[config.mk]
export PLATFORM = sky130hd
export DESIGN_NAME = cache_ctrl
export DESIGN_NICKNAME = d
export VERILOG_FILES = /design/src/rtl/cache_pkg.sv /design/src/rtl/cache_victim_sel.sv /design/src/rtl/cache_ctrl.sv
export SDC_FILE = /design/constraint.sdc
export NUM_CORES = 1
export LEC_CHECK = 0
export CAP_MARGIN = 25
export CORE_AREA = 2 2 129 131
export CTS_BUF_LIST = sky130_fd_sc_hd__clkbuf_8 sky130_fd_sc_hd__clkbuf_16
export CTS_CLUSTER_SIZE = 40
export DETAILED_ROUTE_END_ITERATION = 8
export DIE_AREA = 0 0 131 133
export DONT_BUFFER_PORTS = 1
export GPL_TIMING_DRIVEN = 0
export PLACE_DENSITY_LB_ADDON = 0.1
export SLEW_MARGIN = 0
export SYNTH_ARGS = -nofsm -noshare
export SYNTH_HDL_FRONTEND = slang
export SYNTH_SLANG_ARGS = --single-unit
export TNS_END_PERCENT = 20
[constraint.sdc]
create_clock -name clk -period 3.8 [get_ports clk]
set_clock_uncertainty 0.05 [all_clocks]
set_input_delay 0 -clock clk [delete_from_list [all_inputs] [get_ports clk]]
set_output_delay 0 -clock clk [all_outputs]
set_load 0.005 [all_outputs]
[src/rtl/cache_pkg.sv]
// Shared types and default geometry for the cache controller slice.
package cache_pkg;

  localparam int unsigned CACHE_WIDTH   = 8;
  localparam int unsigned CACHE_WAYS    = 4;
  localparam int unsigned CACHE_TOTAL   = 16;
  localparam int unsigned CACHE_ADDR_W  = 8;
  localparam int unsigned CACHE_SETS    = CACHE_TOTAL / CACHE_WAYS;
  localparam int unsigned CACHE_INDEX_W = $clog2(CACHE_SETS);
  localparam int unsigned CACHE_TAG_W   = CACHE_ADDR_W - CACHE_INDEX_W;

  typedef enum logic [2:0] {IDLE, LOOKUP, MEM_RD, MEM_WR, RESP} state_e;

  // Tag-store entry, sized for the package default geometry.
  typedef struct packed {
    logic                   valid;
    logic [CACHE_TAG_W-1:0] tag;
  } tag_entry_t;

  function automatic int unsigned sets_of(input int unsigned total, input int unsigned ways);
    return total / ways;
  endfunction

endpackage

[src/rtl/cache_victim_sel.sv]
// Fill-way chooser: lowest invalid way first, else the set's round-robin pointer.
module cache_victim_sel #(
  parameter int unsigned WAYS = 4,
  parameter int unsigned SETS = 4
) (
  input  logic                      clk,
  input  logic                      rst_n,
  input  logic [$clog2(SETS)-1:0]   index_i,
  input  logic [WAYS-1:0]           valid_i,
  input  logic                      fill_i,
  output logic [$clog2(WAYS)-1:0]   victim_o
);

  localparam int unsigned WAY_W = $clog2(WAYS);

  logic [WAY_W-1:0] rr_q [SETS];

  always_comb begin
    victim_o = rr_q[index_i];
    for (int w = WAYS - 1; w >= 0; w--) begin
      if (!valid_i[w]) victim_o = WAY_W'(w);
    end
  end

  // The pointer only moves when it actually chose the victim of a fill.
  always_ff @(posedge clk or negedge rst_n) begin
    if (!rst_n) begin
      for (int s = 0; s < SETS; s++) rr_q[s] <= '0;
    end else if (fill_i && (&valid_i)) begin
      rr_q[index_i] <= rr_q[index_i] + 1'b1;
    end
  end

endmodule

[src/rtl/cache_ctrl.sv]
// Write-through, no-write-allocate set-associative cache sequencer with tag store.
// Optional CACHE_STATS_EN adds saturating 16-bit hit/miss counters.
module cache_ctrl
  import cache_pkg::*;
#(
  parameter int unsigned WIDTH      = CACHE_WIDTH,
  parameter int unsigned WAYS       = CACHE_WAYS,
  parameter int unsigned TOTAL_SIZE = CACHE_TOTAL,
  parameter int unsigned ADDR_W     = CACHE_ADDR_W
) (
  input  logic                                             clk,
  input  logic                                             rst_n,
  input  logic                                             cpu_req,
  input  logic                                             cpu_we,
  input  logic [ADDR_W-1:0]                                cpu_addr,
  input  logic [WIDTH-1:0]                                 cpu_wdata,
  output logic [WIDTH-1:0]                                 cpu_rdata,
  output logic                                             cpu_done,
  output logic                                             cpu_hit,
  output logic                                             arr_we,
  output logic [$clog2(WAYS)-1:0]                          arr_way,
  output logic [$clog2(sets_of(TOTAL_SIZE, WAYS))-1:0]     arr_index,
  output logic [WIDTH-1:0]                                 arr_wdata,
  input  logic [WIDTH-1:0]                                 arr_rdata,
  output logic                                             mem_req,
  output logic                                             mem_we,
  output logic [ADDR_W-1:0]                                mem_addr,
  output logic [WIDTH-1:0]                                 mem_wdata,
  input  logic                                             mem_ack,
  input  logic [WIDTH-1:0]                                 mem_rdata
`ifdef CACHE_STATS_EN
  ,
  output logic [15:0]                                      hit_count,
  output logic [15:0]                                      miss_count
`endif
);

  localparam int unsigned SETS    = sets_of(TOTAL_SIZE, WAYS);
  localparam int unsigned INDEX_W = $clog2(SETS);
  localparam int unsigned TAG_W   = ADDR_W - INDEX_W;
  localparam int unsigned WAY_W   = $clog2(WAYS);

  state_e             state_q;
  logic [ADDR_W-1:0]  addr_q;
  logic               we_q;
  logic [WIDTH-1:0]   wdata_q;
  logic               hit_q;
  logic [WAY_W-1:0]   hit_way_q;
  logic               cpu_done_q, cpu_hit_q;
  logic [WIDTH-1:0]   cpu_rdata_q;
  logic               mem_req_q, mem_we_q;
  logic [ADDR_W-1:0]  mem_addr_q;
  logic [WIDTH-1:0]   mem_wdata_q;
  tag_entry_t         tag_store_q [SETS][WAYS];

  logic [INDEX_W-1:0] idx;
  logic [TAG_W-1:0]   tag;
  logic [WAYS-1:0]    set_valid;
  logic               lk_hit;
  logic [WAY_W-1:0]   lk_way;
  logic [WAY_W-1:0]   victim;
  logic               fill;

  assign idx  = addr_q[INDEX_W-1:0];
  assign tag  = addr_q[ADDR_W-1:INDEX_W];
  assign fill = (state_q == MEM_RD) && mem_ack;

  // Scan high-to-low so the lowest matching way is the one that sticks.
  always_comb begin
    lk_hit    = 1'b0;
    lk_way    = '0;
    set_valid = '0;
    for (int w = WAYS - 1; w >= 0; w--) begin
      set_valid[w] = tag_store_q[idx][w].valid;
      if (tag_store_q[idx][w].valid && (tag_store_q[idx][w].tag == tag)) begin
        lk_hit = 1'b1;
        lk_way = WAY_W'(w);
      end
    end
  end

  cache_victim_sel #(
    .WAYS (WAYS),
    .SETS (SETS)
  ) u_victim_sel (
    .clk      (clk),
    .rst_n    (rst_n),
    .index_i  (idx),
    .valid_i  (set_valid),
    .fill_i   (fill),
    .victim_o (victim)
  );

  always_ff @(posedge clk or negedge rst_n) begin
    if (!rst_n) begin
      state_q     <= IDLE;
      addr_q      <= '0;
      we_q        <= 1'b0;
      wdata_q     <= '0;
      hit_q       <= 1'b0;
      hit_way_q   <= '0;
      cpu_done_q  <= 1'b0;
      cpu_hit_q   <= 1'b0;
      cpu_rdata_q <= '0;
      mem_req_q   <= 1'b0;
      mem_we_q    <= 1'b0;
      mem_addr_q  <= '0;
      mem_wdata_q <= '0;
      for (int s = 0; s < SETS; s++) begin
        for (int w = 0; w < WAYS; w++) tag_store_q[s][w] <= '0;
      end
    end else begin
      cpu_done_q <= 1'b0;
      unique case (state_q)
        IDLE: begin
          if (cpu_req) begin
            addr_q  <= cpu_addr;
            we_q    <= cpu_we;
            wdata_q <= cpu_wdata;
            state_q <= LOOKUP;
          end
        end
        LOOKUP: begin
          if (we_q) begin
            hit_q       <= lk_hit;
            hit_way_q   <= lk_way;
            mem_req_q   <= 1'b1;
            mem_we_q    <= 1'b1;
            mem_addr_q  <= addr_q;
            mem_wdata_q <= wdata_q;
            state_q     <= MEM_WR;
          end else if (lk_hit) begin
            cpu_rdata_q <= arr_rdata;
            cpu_hit_q   <= 1'b1;
            cpu_done_q  <= 1'b1;
            state_q     <= RESP;
          end else begin
            mem_req_q  <= 1'b1;
            mem_we_q   <= 1'b0;
            mem_addr_q <= addr_q;
            state_q    <= MEM_RD;
          end
        end
        MEM_RD: begin
          if (mem_ack) begin
            mem_req_q                <= 1'b0;
            tag_store_q[idx][victim] <= tag_entry_t'{valid: 1'b1, tag: tag};
            cpu_rdata_q              <= mem_rdata;
            cpu_hit_q                <= 1'b0;
            cpu_done_q               <= 1'b1;
            state_q                  <= RESP;
          end
        end
        MEM_WR: begin
          if (mem_ack) begin
            mem_req_q  <= 1'b0;
            mem_we_q   <= 1'b0;
            cpu_hit_q  <= hit_q;
            cpu_done_q <= 1'b1;
            state_q    <= RESP;
          end
        end
        RESP:    state_q <= IDLE;
        default: state_q <= IDLE;
      endcase
    end
  end

  // Array controls are combinational: fill data is only valid in the ack cycle.
  always_comb begin
    arr_we    = 1'b0;
    arr_way   = '0;
    arr_wdata = wdata_q;
    unique case (state_q)
      LOOKUP: arr_way = lk_way;
      MEM_RD: begin
        arr_way = victim;
        if (mem_ack) begin
          arr_we    = 1'b1;
          arr_wdata = mem_rdata;
        end
      end
      MEM_WR: begin
        arr_way = hit_way_q;
        arr_we  = mem_ack && hit_q;
      end
      default: arr_way = '0;
    endcase
  end

  assign arr_index = idx;
  assign cpu_done  = cpu_done_q;
  assign cpu_hit   = cpu_hit_q;
  assign cpu_rdata = cpu_rdata_q;
  assign mem_req   = mem_req_q;
  assign mem_we    = mem_we_q;
  assign mem_addr  = mem_addr_q;
  assign mem_wdata = mem_wdata_q;

`ifdef CACHE_STATS_EN
  logic [15:0] hit_cnt_q, miss_cnt_q;

  always_ff @(posedge clk or negedge rst_n) begin
    if (!rst_n) begin
      hit_cnt_q  <= '0;
      miss_cnt_q <= '0;
    end else if (cpu_done_q) begin
      if (cpu_hit_q && (hit_cnt_q != 16'hFFFF))    hit_cnt_q  <= hit_cnt_q + 16'd1;
      if (!cpu_hit_q && (miss_cnt_q != 16'hFFFF))  miss_cnt_q <= miss_cnt_q + 16'd1;
    end
  end

  assign hit_count  = hit_cnt_q;
  assign miss_count = miss_cnt_q;
`endif

endmodule
==> results.ini, run 1 <==
[power_and_ir_drop]
pwr-share-comb = 0.366
net-switching-power_mw = 2.47
p_leak_nw = 4.15
p_per_area_mw_per_mm2 = 786
p_clk_frac = 0.256
switching_share = 0.341
ir_drop_mv = 0.410
power_frac_seq = 0.378
p_int_mw = 4.78

[timing]
tightest_slew_ns = 0.761
tns_ns = 0
period_minus_slack_ns = 3.49
drv_slew = 0
finalSetupViolCount = 0
fmaxAchievable_ghz = 0.287
hold_viol = 171
rsz0062_at_grt = no
fin_hold_ws_ns = -0.787
slew_headroom = 0.488
finalCritPeriodShare = 0.918

[setup_path]
crit_chain = clkbuf_1, clkinv_1, a221oi_1, a21oi_1, a2111oi_4, nor4_4, o21ai_4, mux2_2
path_buf_inv = 2
worstSetupPathType = reg2reg
critical_path_required_ns = 4.06
crit_path_top_delay_cell = clkbuf_1
cp_max_fo = 10
crit_family = compound AO/OA/AOI/OAI gates
end_kind = flip-flop
slowest_delay_ns = 0.53
start_kind = flip-flop
cp_data_arrival_time_ns = 3.75

[hold_path]
hold_path.class = in2async

[grt]
grt_pass1_vias = 5071
grt_pass1_wl_mm = 28.8
track_usage = 0.224
grt_overflow = 0
antenna_found_initial = 0
grt_max_degree = 172

[clock_network]
cts_setup_buffers = 0
clock_latency_ns = 0.43
clockBufferDepth = 2
cts_buffers = 17
clock_sinks = 171
hold_buffers = 39
cts_tree = built
clk_pin_slew_ns = 0.06
htreeDepth = 4
clock-root-buffer = clkbuf_16

[logic_synthesis]
ys_async_sr_fraction = 1.00
synth-simple-area-share = 0.0727
synth.top_cell.area_share = 0.540
synth_top_family_by_area = multiplexers
synth_xor_area_frac = 0.0332
yosysUniqueCellTypes = 52
synth_cells = 571
synthFlopType = dfrtp_1
synth_compound_area_frac = 0.0471
yosys_warnings = 0
synth.avg_cell_area_um2 = 13.9
yosysTopAreaCell = dfrtp_1
synth_area_leaders = dfrtp_1 (54%), mux2_2 (19%), mux4_2 (6.3%)
synth_edf_count = 0
syn_nets = 608
synth_seq_cells = 171
synth_fa_ha_area_frac = 0
yosysMostFrequentCell = dfrtp_1
synthMuxAreaShare = 0.279
yosysSeqAreaShare = 0.540
synth.cell_area_mm2 = 0.00792
synthTopCellsByCount = dfrtp_1 (171), mux2_2 (136), clkbuf_1 (32), mux4_2 (22), nand2_1 (20)

[run]
maxCapViolations = 0

[final_layout]
antenna_cells = 0
drive_gt1_frac = 0.367
num-nets-final = 667
postLayoutCellArea_mm2 = 0.00923
synthToLayoutAreaGrowth_pct = 16.6

[outcome]
status = finished, violations left
violations = negative hold slack

[drt]
drt_iter0_markers = 312
wl_per_cell_um = 21.4
vias_per_cell = 5.58
vias = 4817
drtPass1Iterations = 4
drt_wl_total_mm = 18.5
final_antenna_net_count = 0
drc = 0

[die]
rows = 47
dieArea_mm2 = 0.0174
die_h_um = 133
fp.dieW_um = 131
initial_core_util = 0.490
num_io_pins = 78
core-area_mm2 = 0.0162

[place]
portBuffers = 0
place_congestion = 0.830
place_hpwl_mm = 12.4
dpl_cell_area_mm2 = 0.00820

flip-flops by register name (all words and copies together) (netlist names), 2 cells and up:
register,flops
u_victim_sel.rr_q,8
hit_way_q,2
state_q,3
mem_addr,8
cpu_rdata,8
mem_wdata,8
wdata_q,8
tag_store_q,112
addr_q,8
power by group through the flow:
| stage | clock, mW | combinational (mW) | sequential (mW) |
|---|---|---|---|
| after floorplan | 0 | 1.99 | 2.65 |
| after global placement | 0 | 2.55 | 2.74 |
| after detailed placement | 0 | 2.60 | 2.77 |
| after CTS | 1.88 | 2.67 | 2.74 |
| after global routing | 1.97 | 2.87 | 2.81 |
| final | 1.85 | 2.65 | 2.74 |
stage by stage:
stage	utilization	instances	setup slack (ns)	hold WS (ns)	power, mW
2_1_floorplan	-	571	1.02	-0.346	4.65
3_3_place_gp	0.507	791	0.112	-0.342	5.29
3_5_place_dp	0.507	792	0.0946	-0.342	5.37
4_1_cts	0.570	863	0.0545	-0.798	7.29
5_1_grt	0.571	863	0.111	-0.811	7.65
6_report	0.571	863	0.310	-0.787	7.25
worst register-to-register path, delay by kind of cell (launching register included):
kind | cells | cell delay (ns)
DFF | 1 | 0.32
AOI/OAI and AO/OA | 4 | 1.42
muxes | 1 | 0.39
buffers and inverters | 2 | 1.05
and+or+nand+nor | 1 | 0.14
per-layer routing:
layer	global-route usage	routed length [um]	up-vias
met1	0.311	8350	2506
met4	0.0603	209	0
met3	0.0461	842	21
met2	0.359	9060	122
met5	0	0	-
li1	-	-	2168
timing repair:
item                       in CTS  in global routing
hold endpoints to repair      198                171
resized for setup               0                  1
setup endpoints to repair       0                 10
final timing paths:
kind / depth (start not counted) / startpoint / to / slack, ns
max in group asynchronous: 0 / rst_n / tag_store_q[4] / 4.20
setup reg to reg: 8 / addr_q[6] / mem_addr[6] / 0.31
hold reg to reg: 1 / tag_store_q[90] / tag_store_q[90] / 0.41
setup / recovery: 8 / addr_q[6] / mem_addr[6] / 0.31
min in group clk: 1 / mem_rdata[6] / arr_wdata[6] / 0.08
hold / removal: 0 / rst_n / cpu_rdata[3] / -0.79
logic make-up (layout without fill, tap and decap cells):
group / count (synthesis) / after routing
AOI/OAI and AO/OA: 44 / 44
buffers and inverters: 50 / 122
muxes: 176 / 176
and+or+nand+nor: 100 / 100
xor gates and xnor gates: 30 / 30
DFF: 171 / 171
final cells by class:
| class | instances | area (um^2) |
|---|---|---|
| plain buffers | 43 | 191 |
| flip-flops and latches | 171 | 4280 |
| fillers | 1325 | 6940 |
| clock buffers | 18 | 439 |
| repair buffers | 40 | 398 |
| inverters | 7 | 26.3 |
| well taps | 220 | 275 |
| clock inverters | 14 | 194 |
| multi-input cells | 350 | 3430 |
cell usage in the layout, fill, tap and decap left out, types with 8 or more instances in the layout:
cell type / instances
mux2_2: 136
xor2_1: 15
clkbuf_16: 17
clkbuf_1: 32
mux2i_1: 15
mux4_2: 22
nand2_1: 20
o21ai_0: 11
xnor2_1: 15
or3_1: 14
dlygate4sd3_1: 39
or2_2: 13
nor2_1: 16
o221a_2: 8
dfrtp_1: 171
(Power assumes the default switching activity.)
==> run 2, diff against run 1 <==
==> constraint.sdc (replaced) <==
create_clock -name clk -period 3.8 [get_ports clk]
set_clock_uncertainty 0.05 [all_clocks]
set_input_delay 0.76 -clock clk [delete_from_list [all_inputs] [get_ports clk]]
set_output_delay 0.76 -clock clk [all_outputs]
set_load 0.005 [all_outputs]
==> results.ini, run 2 (synthesis gave the netlist of run 1 again) <==
[grt]
track_usage = 0.220  ; -0.00377
grt_pass1_vias = 4971  ; -2.0%
grt_max_degree = 172  ; unchanged
grt_overflow = 0  ; unchanged
antenna_found_initial = 0  ; unchanged
grt_pass1_wl_mm = 28.3  ; -1.9%

[clock_network]
htreeDepth = 4  ; unchanged
clockBufferDepth = 2  ; unchanged
cts_buffers = 17  ; unchanged
clock_latency_ns = 0.43  ; about the same
clk_pin_slew_ns = 0.06  ; about the same
clock_sinks = 171  ; unchanged
clock-root-buffer = clkbuf_16
cts_tree = built

[timing]
finalCritPeriodShare = 0.975  ; +0.0568
tightest_slew_ns = 0.742  ; -0.0190 ns
worst_slack_ns = 0.0942  ; -0.216 ns
slew_headroom = 0.501  ; +0.0127
hold_viol = 50  ; -71%
fin_hold_ws_ns = -0.0256  ; +0.762 ns
fmaxAchievable_ghz = 0.270  ; -5.8%
finalSetupViolCount = 0  ; unchanged
period_minus_slack_ns = 3.71  ; +0.216 ns
rsz0062_at_grt = yes
drv_slew = 0  ; unchanged

[final_layout]
final_cell_mix = dfrtp_1 (170), mux2_2 (136), clkbuf_1 (30), mux4_2 (22), nand2_1 (20)
synthToLayoutAreaGrowth_pct = 13.4
fillers = 1351  ; +2.0%
num-nets-final = 633  ; -5.1%
largest-register = tag_store_q
drive_gt1_frac = 0.412  ; +0.0451
largest_reg_flops = 112  ; unchanged
final_common_cell = dfrtp_1
antenna_cells = 0  ; unchanged

[drt]
wl_per_cell_um = 21.7  ; +1.5%
drc = 0  ; unchanged
vias = 4682  ; -2.8%
vias_per_cell = 5.65  ; +1.2%
drt_wl_total_mm = 18.0  ; -2.5%
final_antenna_net_count = 0  ; unchanged
drt_iter0_markers = 257  ; -18%
drtPass1Iterations = 4  ; unchanged

[die]
initial_core_util = 0.490  ; unchanged
dieArea_mm2 = 0.0174  ; unchanged
core-area_mm2 = 0.0162  ; unchanged
rows = 47  ; unchanged
num_io_pins = 78  ; unchanged
fp.dieW_um = 131  ; unchanged
die_h_um = 133  ; unchanged

[setup_path]
critical_path_required_ns = 2.99  ; -1.07 ns
end_kind = primary output
start_kind = flip-flop
cp_data_arrival_time_ns = 2.90  ; -0.85 ns
worstSetupPathType = reg2out
cp_max_fo = 10  ; unchanged

[place]
dp_slack_ns = -0.247  ; -0.341 ns
portBuffers = 0  ; unchanged
place_congestion = 0.830  ; unchanged
place_hpwl_mm = 12.4  ; unchanged

[run]
maxCapViolations = 0  ; unchanged

[power_and_ir_drop]
p_leak_nw = 4.04  ; -2.6%
p_per_area_mw_per_mm2 = 814  ; +3.6%
ir_drop_mv = 0.409  ; -0.20%
totalPowerFinal_mw = 7.30  ; +0.74%

[outcome]
violations = negative hold slack
status = finished, violations left

[hold_path]
hold_path.class = in2async

## run 2: cell count changes in the layout (fill, tap and decap cells not counted), moves of 2 or more
cell and delta:
mux2i_2 +2, clkbuf_1 -2, mux2i_1 -2, xnor2_2 +2, buf_4 +5, xnor2_1 -2
nor4_2 -2, nor4_4 +2, dlygate4sd3_1 -39, buf_2 -4, buf_6 +3
## run 2: metal layers
layer,vias to the layer above,wire (um),global-route usage
li1,2098,-,-
met1,2448,8100,0.304
met2,113,8780,0.354
met3,23,880,0.0469
met4,0,247,0.0585
met5,-,0,0
## run 2: where the power goes
part / switching (mW) / leakage, nW / internal, mW
clock network: 0.731 / 0.312 / 1.12
logic: 1.41 / 1.49 / 1.28
registers: 0.362 / 2.23 / 2.40
total: 2.50 / 4.04 / 4.81
## run 2: worst paths after layout
kind | startpoint | end | slack [ns] | depth (start not counted)
max in group asynchronous | rst_n | tag_store_q[69] | 3.47 | 0
setup reg to reg | state_q[2] | tag_store_q[93] | 0.47 | 7
hold / removal | rst_n | cpu_done | -0.03 | 0
setup / recovery | addr_q[0] | arr_way[1] | 0.09 | 8
min in group clk | mem_ack | state_q[1] | 0.40 | 1
hold reg to reg | tag_store_q[90] | tag_store_q[90] | 0.41 | 1
## run 2: final cells by class
| type | instances | area (um^2) | area share |
|---|---|---|---|
| multi-input cells | 350 | 3480 | 0.387 |
| clock buffers | 18 | 439 | 0.0489 |
| repair buffers | 7 | 52.6 | 0.00585 |
| flip-flops and latches | 171 | 4280 | 0.477 |
| well taps | 220 | 275 | 0.0307 |
| clock inverters | 14 | 194 | 0.0216 |
| plain buffers | 42 | 230 | 0.0256 |
| inverters | 7 | 27.5 | 0.00307 |
## run 2: worst max-delay path, stage by stage, from the launching register on
cell and delay (ns):
dfrtp_1 0.40, buf_8 0.15, buf_4 0.21, a21o_1 0.17, or4_4 0.54, a2111oi_4 0.45, or2_2 0.20, nand4b_1 0.11
a31oi_2 0.22
## run 2: per-stage QoR
| stage | hold WS, ns | setup TNS [ns] | std cells | utilization | cell area, um^2 |
|---|---|---|---|---|---|
| floorplan | 0.379 | 0 | 571 | - | 7920 |
| global placement | 0.394 | -0.443 | 791 | 0.507 | 8190 |
| detailed placement | 0.398 | -0.468 | 792 | 0.507 | 8200 |
| CTS | -0.0378 | 0 | 826 | 0.550 | 8900 |
| global route | -0.0495 | -0.0117 | 829 | 0.555 | 8980 |
| finish | -0.0256 | 0 | 829 | 0.555 | 8980 |
## run 2: timing repair
action,4_1_cts,5_1_grt
endpoints found under the setup margin,2,2
setup buffers,3,3
endpoints found under the hold margin,171,171
resized for setup,12,15
pin swaps,2,3
==> run 3, diff against run 2 <==
Settings changed: BUFFER_PORTS_ARGS set to -buffer_cell sky130_fd_sc_hd__buf_2, DONT_BUFFER_PORTS 1 to unset.
==> results.ini, run 3 (synthesis gave the netlist of run 1 again) <==
[outcome]
status = completed

[timing]
finalSetupViolCount = 0  ; unchanged
tightest_slew_ns = 0.809  ; +0.0663 ns
fmaxAchievable_ghz = 0.264  ; -2.0%
hold_viol = 0  ; -100%
finalCritPeriodShare = 0.995  ; +0.0199
fin_hold_ws_ns = 0.155  ; +0.181 ns
period_minus_slack_ns = 3.78  ; +0.0756 ns
worst_slack_ns = 0.0187  ; -0.0756 ns
tns_ns = 0  ; unchanged
drv_slew = 0  ; unchanged
slew_headroom = 0.458  ; -0.0433
rsz0062_at_grt = yes

[setup_path]
r2r_end = tag_store_q[95]
path_buf_inv = 2  ; unchanged
rrSetupSlack_ns = 0.56  ; +0.09 ns
critical_path_required_ns = 2.99  ; about the same
end_kind = primary output
cp_max_fo = 10  ; unchanged
crit_chain = buf_12, mux2i_1, xnor2_1, or4_4, a2111oi_4, or2_4, nand4b_1, a31oi_1, buf_2
slowest_delay_ns = 0.54  ; about the same
cp_data_arrival_time_ns = 2.97  ; +0.07 ns
crit_path_top_delay_cell = or4_4
worstSetupPathType = reg2out
crit_family = simple AND/OR/NAND/NOR gates
start_kind = flip-flop
r2r_cells = 7  ; unchanged
crit_end = arr_way[1]
reg2reg_from = state_q[2]
crit_cells = 9  ; +1
timing.critical_path.from = addr_q[1]

[drt]
vias_per_cell = 5.52  ; -2.2%
drtPass1Iterations = 4  ; unchanged
final_antenna_net_count = 0  ; unchanged
vias = 5003  ; +6.9%
wl_per_cell_um = 20.8  ; -4.3%
drt_wl_total_mm = 18.8  ; +4.6%
drc = 0  ; unchanged
drt_iter0_markers = 286  ; +11%

[power_and_ir_drop]
totalPowerFinal_mw = 7.49  ; +2.5%
ir_drop_mv = 0.377  ; -7.8%
p_leak_nw = 4.35  ; +7.7%
p_per_area_mw_per_mm2 = 799  ; -1.8%

[final_layout]
final_common_cell = dfrtp_1
antenna_cells = 0  ; unchanged
num-nets-final = 710  ; +12%
fin_cells = 906  ; +9.3%
largest-register = tag_store_q
postLayoutCellArea_mm2 = 0.00938  ; +4.4%
post-route-util = 0.580  ; +0.0247
synthToLayoutAreaGrowth_pct = 18.4
multi_input_area_mm2 = 0.00347  ; -0.18%
final_cell_mix = dfrtp_1 (170), mux2_2 (136), buf_2 (78), clkbuf_1 (28), mux4_2 (22)
largest_reg_flops = 112  ; unchanged
drive_gt1_frac = 0.480  ; +0.0674
regArea_mm2 = 0.00428  ; unchanged
fillers = 1304  ; -3.5%

[place]
dp_slack_ns = -0.182  ; +0.0650 ns
place_inst = 869  ; +9.7%
place_hpwl_mm = 12.8  ; +3.7%
portBuffers = 77  ; +77
place_congestion = 0.845  ; +1.9%
dpl_cell_area_mm2 = 0.00862  ; +5.1%

[hold_path]
hold_path.class = in2async

[die]
fp.dieW_um = 131  ; unchanged
core-area_mm2 = 0.0162  ; unchanged
rows = 47  ; unchanged
dieArea_mm2 = 0.0174  ; unchanged
num_io_pins = 78  ; unchanged
die_h_um = 133  ; unchanged
initial_core_util = 0.490  ; unchanged

[clock_network]
clk_pin_slew_ns = 0.06  ; about the same
clock_sinks = 171  ; unchanged
cts_buffers = 17  ; unchanged
cts_tree = built
clockBufferDepth = 2  ; unchanged
clock_latency_ns = 0.43  ; about the same
htreeDepth = 4  ; unchanged
clock-root-buffer = clkbuf_16

[grt]
grt_pass1_wl_mm = 29.6  ; +4.9%
track_usage = 0.230  ; +0.0101
grt_pass1_vias = 5319  ; +7.0%
grt_max_degree = 130  ; -24%
grt_overflow = 0  ; unchanged
antenna_found_initial = 0  ; unchanged

[run]
maxCapViolations = 0  ; unchanged

-- run 3: worst min-delay path by stage --
| stage | endpoint | slack [ns] | depth (start not counted) |
|---|---|---|---|
| after global routing | cpu_rdata[3] | 0.16 | 1 |
| after detailed placement | tag_store_q[34] | 0.40 | 1 |
| after global placement | tag_store_q[55] | 0.40 | 1 |
| after floorplan | tag_store_q[48] | 0.38 | 1 |
| after CTS | cpu_rdata[3] | 0.16 | 1 |
| final | cpu_rdata[3] | 0.15 | 1 |
-- run 3: where the power goes --
part           internal, mW  switching, mW  total (mW)
clock                  1.08          0.710        1.79
sequential             2.40          0.339        2.74
combinational          1.44           1.52        2.96
total                  4.92           2.57        7.49
-- run 3: cell type report --
class                      count  area share
sequential                   171       0.457
multi-input combinational    350       0.370
timing repair buffer          85      0.0507
clock buffer                  20      0.0498
tap                          220      0.0294
buffer                        41      0.0248
clock inverter                12      0.0156
inverter                       7     0.00294
-- run 3: what timing repair did --
action,in CTS,in global routing
setup endpoints to repair,2,2
setup buffers,4,3
hold endpoints to repair,0,0
gates resized for setup,13,15
pin swaps,3,3
hold buffers,0,0
-- run 3: layer usage --
layer | global-route usage | vias to the layer above | part of all wire
met4 | 0.0632 | 0 | 0.014
met1 | 0.314 | 2613 | 0.45
met2 | 0.375 | 111 | 0.50
met5 | 0 | - | 0
li1 | - | 2258 | -
met3 | 0.0465 | 21 | 0.038
